File: src/rtl/hit_memory_sequencer_pkg.sv
// Shared widths and phase encoding for the hit-bitmap storage path.
// The storage and readout blocks decode seq_state_t to follow the current phase.
package hit_memory_sequencer_pkg;

  localparam int MEMNROWS     = 16;
  localparam int ROWINDEXBITS = $clog2(MEMNROWS);
  localparam int COLINDEXBITS = 4;
  localparam int ADDRBITS     = ROWINDEXBITS + COLINDEXBITS;
  localparam int HITCOUNTBITS = 16;

  typedef enum logic [2:0] {
    SEQ_IDLE,
    SEQ_STORE,
    SEQ_CLEAR_STROBE,
    SEQ_CLEAR_WAIT,
    SEQ_DRAIN,
    SEQ_READ_STROBE,
    SEQ_READ_WAIT
  } seq_state_t;

endpackage

File: src/rtl/hit_memory_sequencer_fifo.sv
// Synchronous address FIFO with full/empty flags, occupancy count and flush.
// Flush wins over a same-cycle push so that no stale hit survives a clear.
module hit_addr_fifo #(
  parameter int WIDTH = 8,
  parameter int DEPTH = 8
) (
  input  logic                       clock,
  input  logic                       reset,
  input  logic                       push,
  input  logic                       pop,
  input  logic                       flush,
  input  logic [WIDTH-1:0]           data_in,
  output logic [WIDTH-1:0]           head,
  output logic                       full,
  output logic                       empty,
  output logic [$clog2(DEPTH):0]     count
);

  localparam int AW = $clog2(DEPTH);
  localparam int CW = AW + 1;
  localparam logic [CW-1:0] DEPTH_CNT = CW'(DEPTH);

  logic [WIDTH-1:0] mem [DEPTH];
  logic [AW-1:0]    wr_ptr;
  logic [AW-1:0]    rd_ptr;
  logic             do_push;
  logic             do_pop;

  assign full    = (count == DEPTH_CNT);
  assign empty   = (count == '0);
  assign head    = mem[rd_ptr];
  assign do_pop  = pop && !empty;
  assign do_push = push && (!full || do_pop);

  // NOTE: state registers use non-blocking assignments so every flop samples
  // the pre-edge value of its neighbours, independent of statement order.
  always_ff @(posedge clock or posedge reset) begin
    if (reset) begin
      wr_ptr <= '0;
      rd_ptr <= '0;
      count  <= '0;
    end else if (flush) begin
      wr_ptr <= '0;
      rd_ptr <= '0;
      count  <= '0;
    end else begin
      if (do_push) wr_ptr <= wr_ptr + AW'(1);
      if (do_pop)  rd_ptr <= rd_ptr + AW'(1);
      case ({do_push, do_pop})
        2'b10:   count <= count + CW'(1);
        2'b01:   count <= count - CW'(1);
        default: count <= count;
      endcase
    end
  end

  // NOTE: the storage array is deliberately not reset; count alone decides
  // which entries are valid, so the array can map onto plain RAM.
  always_ff @(posedge clock) begin
    if (do_push && !flush) mem[wr_ptr] <= data_in;
  end

endmodule

File: src/rtl/hit_memory_sequencer.sv
// Sequences the hit-bitmap storage through clear, store and readout phases,
// buffering incoming hit addresses in a small FIFO.
module hit_memory_sequencer
  import hit_memory_sequencer_pkg::*;
#(
  parameter int FIFODEPTH = 8,
  parameter int TIMEOUT   = 64
) (
  input  logic                    clock,
  input  logic                    reset,
  input  logic                    addrValid,
  input  logic [ADDRBITS-1:0]     addrIn,
  output logic                    addrReady,
  input  logic                    startClear,
  input  logic                    startReadout,
  output logic                    clearMemory,
  output logic                    readMemory,
  output logic                    newAddress,
  output logic [ADDRBITS-1:0]     address,
  input  logic                    storageReady,
  input  logic                    readReady,
  output logic                    busy,
  output logic                    clearDone,
  output logic                    readoutDone,
  output logic [HITCOUNTBITS-1:0] hitCount,
  output logic                    timeoutError
);

  localparam int CW = $clog2(FIFODEPTH) + 1;
  localparam int TW = $clog2(TIMEOUT + 1);
  localparam logic [TW-1:0] TIMEOUT_CNT = TW'(TIMEOUT);

  seq_state_t          state, state_d;
  logic                ready_en;
  logic                clr_pend, rd_pend, clr_pend_clr, rd_pend_clr;
  logic                gap, gap_d;
  logic                seen_low, seen_low_d;
  logic [CW-1:0]       drain_cnt, drain_cnt_d;
  logic [TW-1:0]       wait_cnt, wait_cnt_d, wait_cnt_inc;
  logic                wait_expired;
  logic                fifo_push, fifo_pop, fifo_flush, fifo_full, fifo_empty;
  logic [ADDRBITS-1:0] fifo_head;
  logic [CW-1:0]       fifo_count;
  logic                new_address_d, clear_memory_d, read_memory_d;
  logic                clear_done_d, readout_done_d;
  logic [ADDRBITS-1:0] address_d;
  logic                hit_inc, hit_zero, timeout_set;
  logic                in_clear;

  hit_addr_fifo #(
    .WIDTH (ADDRBITS),
    .DEPTH (FIFODEPTH)
  ) u_fifo (
    .clock   (clock),
    .reset   (reset),
    .push    (fifo_push),
    .pop     (fifo_pop),
    .flush   (fifo_flush),
    .data_in (addrIn),
    .head    (fifo_head),
    .full    (fifo_full),
    .empty   (fifo_empty),
    .count   (fifo_count)
  );

  // ready_en holds addrReady low for the whole reset and releases it one edge later.
  assign in_clear     = (state == SEQ_CLEAR_STROBE) || (state == SEQ_CLEAR_WAIT);
  assign addrReady    = ready_en && !fifo_full && !in_clear;
  assign fifo_push    = addrValid && addrReady;
  assign busy         = (state != SEQ_IDLE) || !fifo_empty;
  assign wait_cnt_inc = wait_cnt + TW'(1);
  assign wait_expired = (wait_cnt_inc == TIMEOUT_CNT);

  // NOTE: every signal written here gets a default first, so no path through
  // the case statement can leave one unassigned and infer a latch.
  always_comb begin
    state_d        = state;
    gap_d          = 1'b0;
    seen_low_d     = 1'b0;
    drain_cnt_d    = drain_cnt;
    wait_cnt_d     = '0;
    fifo_pop       = 1'b0;
    fifo_flush     = 1'b0;
    new_address_d  = 1'b0;
    address_d      = address;
    clear_memory_d = 1'b0;
    read_memory_d  = 1'b0;
    clear_done_d   = 1'b0;
    readout_done_d = 1'b0;
    hit_inc        = 1'b0;
    hit_zero       = 1'b0;
    timeout_set    = 1'b0;
    clr_pend_clr   = 1'b0;
    rd_pend_clr    = 1'b0;

    case (state)
      SEQ_IDLE: begin
        if (clr_pend) begin
          fifo_flush = 1'b1;
          state_d    = SEQ_CLEAR_STROBE;
        end else if (rd_pend) begin
          drain_cnt_d = fifo_count;
          state_d     = SEQ_DRAIN;
        end else if (!fifo_empty) begin
          state_d = SEQ_STORE;
        end
      end

      SEQ_STORE: begin
        if (gap) begin
          if (fifo_empty || clr_pend || rd_pend) state_d = SEQ_IDLE;
        end else if (fifo_empty) begin
          state_d = SEQ_IDLE;
        end else if (storageReady) begin
          fifo_pop      = 1'b1;
          new_address_d = 1'b1;
          address_d     = fifo_head;
          hit_inc       = 1'b1;
          gap_d         = 1'b1;
        end else begin
          wait_cnt_d = wait_cnt_inc;
          if (wait_expired) begin
            timeout_set = 1'b1;
            state_d     = SEQ_IDLE;
          end
        end
      end

      SEQ_DRAIN: begin
        // Only entries present at entry are drained; later pushes wait.
        if (!gap) begin
          if (!storageReady) begin
            wait_cnt_d = wait_cnt_inc;
            if (wait_expired) begin
              timeout_set = 1'b1;
              rd_pend_clr = 1'b1;
              state_d     = SEQ_IDLE;
            end
          end else if (drain_cnt != '0) begin
            fifo_pop      = 1'b1;
            new_address_d = 1'b1;
            address_d     = fifo_head;
            hit_inc       = 1'b1;
            gap_d         = 1'b1;
            drain_cnt_d   = drain_cnt - CW'(1);
          end else begin
            state_d = SEQ_READ_STROBE;
          end
        end
      end

      SEQ_CLEAR_STROBE: begin
        clear_memory_d = 1'b1;
        state_d        = SEQ_CLEAR_WAIT;
      end

      SEQ_CLEAR_WAIT: begin
        if (seen_low && readReady) begin
          clear_done_d = 1'b1;
          hit_zero     = 1'b1;
          clr_pend_clr = 1'b1;
          state_d      = SEQ_IDLE;
        end else begin
          seen_low_d = seen_low || !readReady;
          wait_cnt_d = wait_cnt_inc;
          if (wait_expired) begin
            timeout_set  = 1'b1;
            clr_pend_clr = 1'b1;
            state_d      = SEQ_IDLE;
          end
        end
      end

      SEQ_READ_STROBE: begin
        read_memory_d = 1'b1;
        state_d       = SEQ_READ_WAIT;
      end

      SEQ_READ_WAIT: begin
        if (seen_low && readReady) begin
          readout_done_d = 1'b1;
          rd_pend_clr    = 1'b1;
          state_d        = SEQ_IDLE;
        end else begin
          seen_low_d = seen_low || !readReady;
          wait_cnt_d = wait_cnt_inc;
          if (wait_expired) begin
            timeout_set = 1'b1;
            rd_pend_clr = 1'b1;
            state_d     = SEQ_IDLE;
          end
        end
      end

      default: state_d = SEQ_IDLE;
    endcase
  end

  always_ff @(posedge clock or posedge reset) begin
    if (reset) begin
      state        <= SEQ_IDLE;
      ready_en     <= 1'b0;
      clr_pend     <= 1'b0;
      rd_pend      <= 1'b0;
      gap          <= 1'b0;
      seen_low     <= 1'b0;
      drain_cnt    <= '0;
      wait_cnt     <= '0;
      newAddress   <= 1'b0;
      address      <= '0;
      clearMemory  <= 1'b0;
      readMemory   <= 1'b0;
      clearDone    <= 1'b0;
      readoutDone  <= 1'b0;
      hitCount     <= '0;
      timeoutError <= 1'b0;
    end else begin
      state        <= state_d;
      ready_en     <= 1'b1;
      clr_pend     <= !clr_pend_clr && (clr_pend || startClear);
      rd_pend      <= !rd_pend_clr && (rd_pend || startReadout);
      gap          <= gap_d;
      seen_low     <= seen_low_d;
      drain_cnt    <= drain_cnt_d;
      wait_cnt     <= wait_cnt_d;
      newAddress   <= new_address_d;
      address      <= address_d;
      clearMemory  <= clear_memory_d;
      readMemory   <= read_memory_d;
      clearDone    <= clear_done_d;
      readoutDone  <= readout_done_d;
      if (hit_zero) begin
        hitCount <= '0;
      end else if (hit_inc && (hitCount != '1)) begin
        hitCount <= hitCount + HITCOUNTBITS'(1);
      end
      if (timeout_set) timeoutError <= 1'b1;
    end
  end

endmodule

File: config.mk
export PLATFORM = sky130hd
export DESIGN_NAME = hit_memory_sequencer
export DESIGN_NICKNAME = d
export VERILOG_FILES = /design/src/rtl/hit_memory_sequencer_pkg.sv /design/src/rtl/hit_memory_sequencer_fifo.sv /design/src/rtl/hit_memory_sequencer.sv
export SDC_FILE = /design/constraint.sdc
export NUM_CORES = 1
export LEC_CHECK = 0
export CAP_MARGIN = 0
export CORE_MARGIN = 1
export CORE_UTILIZATION = 43
export CTS_CLUSTER_DIAMETER = 100
export DETAILED_ROUTE_END_ITERATION = 10
export MAX_ROUTING_LAYER = met4
export PLACE_DENSITY_LB_ADDON = 0.25
export SYNTH_ARGS = -nofsm -noshare
export SYNTH_HDL_FRONTEND = slang
export SYNTH_SLANG_ARGS = --single-unit
File: constraint.sdc
create_clock -name clock -period 5.8 [get_ports clock]
set_clock_uncertainty 0.2 [all_clocks]
set_input_delay 1.45 -clock clock [delete_from_list [all_inputs] [get_ports clock]]
set_output_delay 1.45 -clock clock [all_outputs]
set_load 0.005 [all_outputs]
==> run_results.csv <==
group,metric,value,unit
cells_and_area,areaGrowthSynthToFinish,20.4,%
synth,synth_edf_count,64,
clock_tree,cts_resized,0,
clock_tree,post_cts_buffers,0,
power_and_ir_drop,pwr-share-clk,35.4,%
worst_setup_path,critPathKind,"input pin to flop",
synth,synth_xor_area_share,2.04,%
floorplanning,fp.dieH,116,um
detailed_routing,vias_per_cell,5.48,
power_and_ir_drop,seqPwrFrac,42.7,%
detailed_routing,drt_iter0_drc,258,
clock_tree,cts_hold_buffers,0,
clock_tree,cts-htree-levels,4,
synth,yosys_warnings,0,
synth,ys.flop_type,"edfxtp_1",
power_and_ir_drop,comb_power_share,22.0,%
global_route,grt.total_usage,19.4,%
timing,period_needed,4.06,ns
global_route,antenna_found_initial,0,
cells_and_area,nets,512,
synth,synth_top_family_by_area,"simple AND/OR/NAND/NOR gates",
cells_and_area,drive_above_1_share,12.2,%
worst_setup_path,critical_path.startpoint,"storageReady",
detailed_routing,drt_pass1_iterations,4,
worst_setup_path,r2r_start,"u_fifo.count[1]",
floorplanning,start_util,44.2,%
floorplanning,row_count,41,
synth,synthArstFlopShare,47.5,%
timing,finalSetupViolCount,0,
worst_setup_path,worstSetupEndpointType,"flop",
placed_design,pre_cts_ws,1.37,ns
cells_and_area,fillers,1071,
synth,synth-simple-area-share,15.0,%
floorplanning,io-pin-count,47,
placed_design,dp_hpwl,7.48,mm
power_and_ir_drop,ir_worst_vdd,257,uV
worst_setup_path,worstPathCellList,"clkdlybuf4s50_1 > nor3b_1 > nand3_1 > nor3_4 > xor2_1 > ha_1 > o2111ai_1 > a21oi_1 > a2111oi_1",
synth,synth-compound-area-share,8.63,%
synth,syn_nets,464,
clock_tree,clock-sinks,122,
power_and_ir_drop,p_int,1.92,mW
detailed_routing,drc,0,
detailed_routing,vias,3695,
floorplanning,die-area,0.0134,mm2
placed_design,dpl.cell_count,642,
run,maxCapViolCount,0,
worst_setup_path,critical_path_arrival,4.15,ns
floorplanning,die_w,116,um
synth,muxShareOfSynthArea,9.14,%
clock_tree,cts.reportedPaths.clkPinSlew,0.06,ns
detailed_routing,postRouteAntennaNets,0,
timing,rsz0062_at_grt,"false",
global_route,grt_pass1_wl,18.5,mm
detailed_routing,wl_per_cell,16.9,um
worst_setup_path,startpoint_type,"input pin",
floorplanning,coreArea,0.0126,mm2
cells_and_area,num_antenna_cells,0,
timing,max_freq,246,MHz
power_and_ir_drop,p_per_area,413,mW/mm2
global_route,grt_overflow,0,
placed_design,placed_cell_area,0.00617,mm2
synth,ys_types,62,
worst_setup_path,path_max_fanout,9,
clock_tree,numCtsBuffers,17,
cells_and_area,post_layout_nonfiller_instances,674,
global_route,grt_pass1_vias,3632,
cells_and_area,fin_util,53.3,%
power_and_ir_drop,p_leak,2.48,nW
synth,ys_seq_elements,122,
worst_setup_path,crit_slowest_cell,"clkdlybuf4s50_1",
power_and_ir_drop,power,2.78,mW
clock_tree,cts_tree,"done",
clock_tree,cts.path.max_buffers,2,
clock_tree,root_buffer,"clkbuf_16",
timing,hold_violations,0,
synth,syn-cell-area,0.00558,mm2
timing,fin_setup_tns,0,ns
placed_design,place.gp.congestion,0.813,
cells_and_area,final_area,0.00672,mm2
timing,slew_headroom,27.4,%
synth,synthAdderAreaFrac,1.97,%
worst_hold_path,holdCritStartpoint,"wait_cnt[0]",
power_and_ir_drop,swShare,30.9,%
timing,worstMarginPinSlew,1.09,ns
worst_setup_path,max_stage_delay,0.65,ns
power_and_ir_drop,p_sw,0.860,mW
timing,setup_ws,1.74,ns
clock_tree,clock_latency,0.43,ns
synth,postSynthAreaPerCell,12.7,um2
worst_setup_path,worstPathRequired,5.89,ns
timing,whs,0.266,ns
timing,maxSlewViolCount,0,
outcome,status,"complete, no violations",
placed_design,io_buffers,46,
detailed_routing,wirelength,11.4,mm
global_route,grt_start_max_net_pins,59,
worst_hold_path,worst_hold_path_type,"flop to flop",
synth,yosysSeqAreaShare,60.4,%
synth,netlist_instances,441,
timing,post-route-period-util,70.0,%
## Yosys cell counts, types with 7 or more instances
| library cell | number | share of area, % |
|---|---|---|
| a21oi_1 | 20 | 1.8 |
| ha_1 | 8 | 1.8 |
| mux2i_1 | 15 | 2.7 |
| nor2_1 | 37 | 2.5 |
| xor2_1 | 7 | 1.1 |
| edfxtp_1 | 64 | 34 |
| o21ai_0 | 24 | 2.2 |
| nand3_1 | 16 | 1.4 |
| clkbuf_1 | 9 | 0.60 |
| mux4_2 | 16 | 6.5 |
| inv_1 | 12 | 0.81 |
| nand4_1 | 7 | 0.78 |
| nor3_1 | 10 | 0.90 |
| or3_1 | 10 | 1.1 |
| dfrtp_1 | 58 | 26 |
| nand2_1 | 38 | 2.6 |
## area by class of cell
class	count	area (um2)	share of cell area, %
sequential	122	3370	50.2
multi-input combinational	287	2060	30.6
timing repair buffer	49	483	7.18
tap	172	215	3.20
inverter	12	45.0	0.670
clock inverter	14	123	1.82
clock buffer	18	429	6.38
## flip-flops by register name (all words and copies together) (netlist names), 3 cells and up
name,count
u_fifo.mem,64
address,8
state,3
u_fifo.wr_ptr,3
u_fifo.count,4
u_fifo.rd_ptr,3
wait_cnt,7
drain_cnt,4
hitCount,16
## power by group through the flow
| stage | sequential, mW | combinational (mW) | clock, mW |
|---|---|---|---|
| final | 1.19 | 0.610 | 0.983 |
| after floorplan | 1.11 | 0.505 | 0 |
| after global routing | 1.21 | 0.690 | 1.04 |
| after global placement | 1.20 | 0.596 | 0 |
| after CTS | 1.19 | 0.613 | 1.00 |
| after detailed placement | 1.20 | 0.611 | 0 |
## layout by cell type (no fill, tap or decap), drive strengths merged, types with 6 or more instances in the layout
cell           count
edfxtp            64
dfrtp             58
clkdlybuf4s50     46
nand2             38
nor2              37
o21ai             24
a21oi             20
clkbuf            18
mux4              16
nand3             16
inv               16
mux2i             15
nor3              12
or3               10
ha                 8
clkinv             8
nand4              7
xor2               7
nand2b             6
xnor2              6
and3               6
## kinds of logic after synthesis
group / Yosys count
compound gates: 76
fa+ha+maj: 9
flops: 122
mux: 31
buf+inv: 32
simple gates: 157
other cells: 1
xor+xnor: 13
## critical path: cells and delay by family
kind / cells / cell delay (ns)
xor gates and xnor gates: 1 / 0.12
buffers and inverters: 1 / 0.65
adders and majority gates: 1 / 0.23
AOI/OAI and AO/OA: 3 / 0.68
and+or+nand+nor: 3 / 1.02
## metal layers
metal | track usage [%] | part of all wire, % | vias up
met5 | - | 0 | -
met4 | 8.29 | 1.5 | 0
met3 | 5.65 | 5.7 | 13
met2 | 28.6 | 47 | 91
met1 | 25.0 | 45 | 1827
li1 | - | - | 1764
## path summary, 6_finish.rpt
kind / end / slack, ns / cells after the start
min: wait_cnt[0] / 0.27 / 1
min reg2reg: wait_cnt[0] / 0.27 / 1
max in group asynchronous: hitCount[1] / 3.56 / 3
max: u_fifo.count[2] / 1.74 / 9
min in group asynchronous: drain_cnt[1] / 1.37 / 3
max reg2reg: u_fifo.count[2] / 2.79 / 8
(Power assumes the default switching activity.)
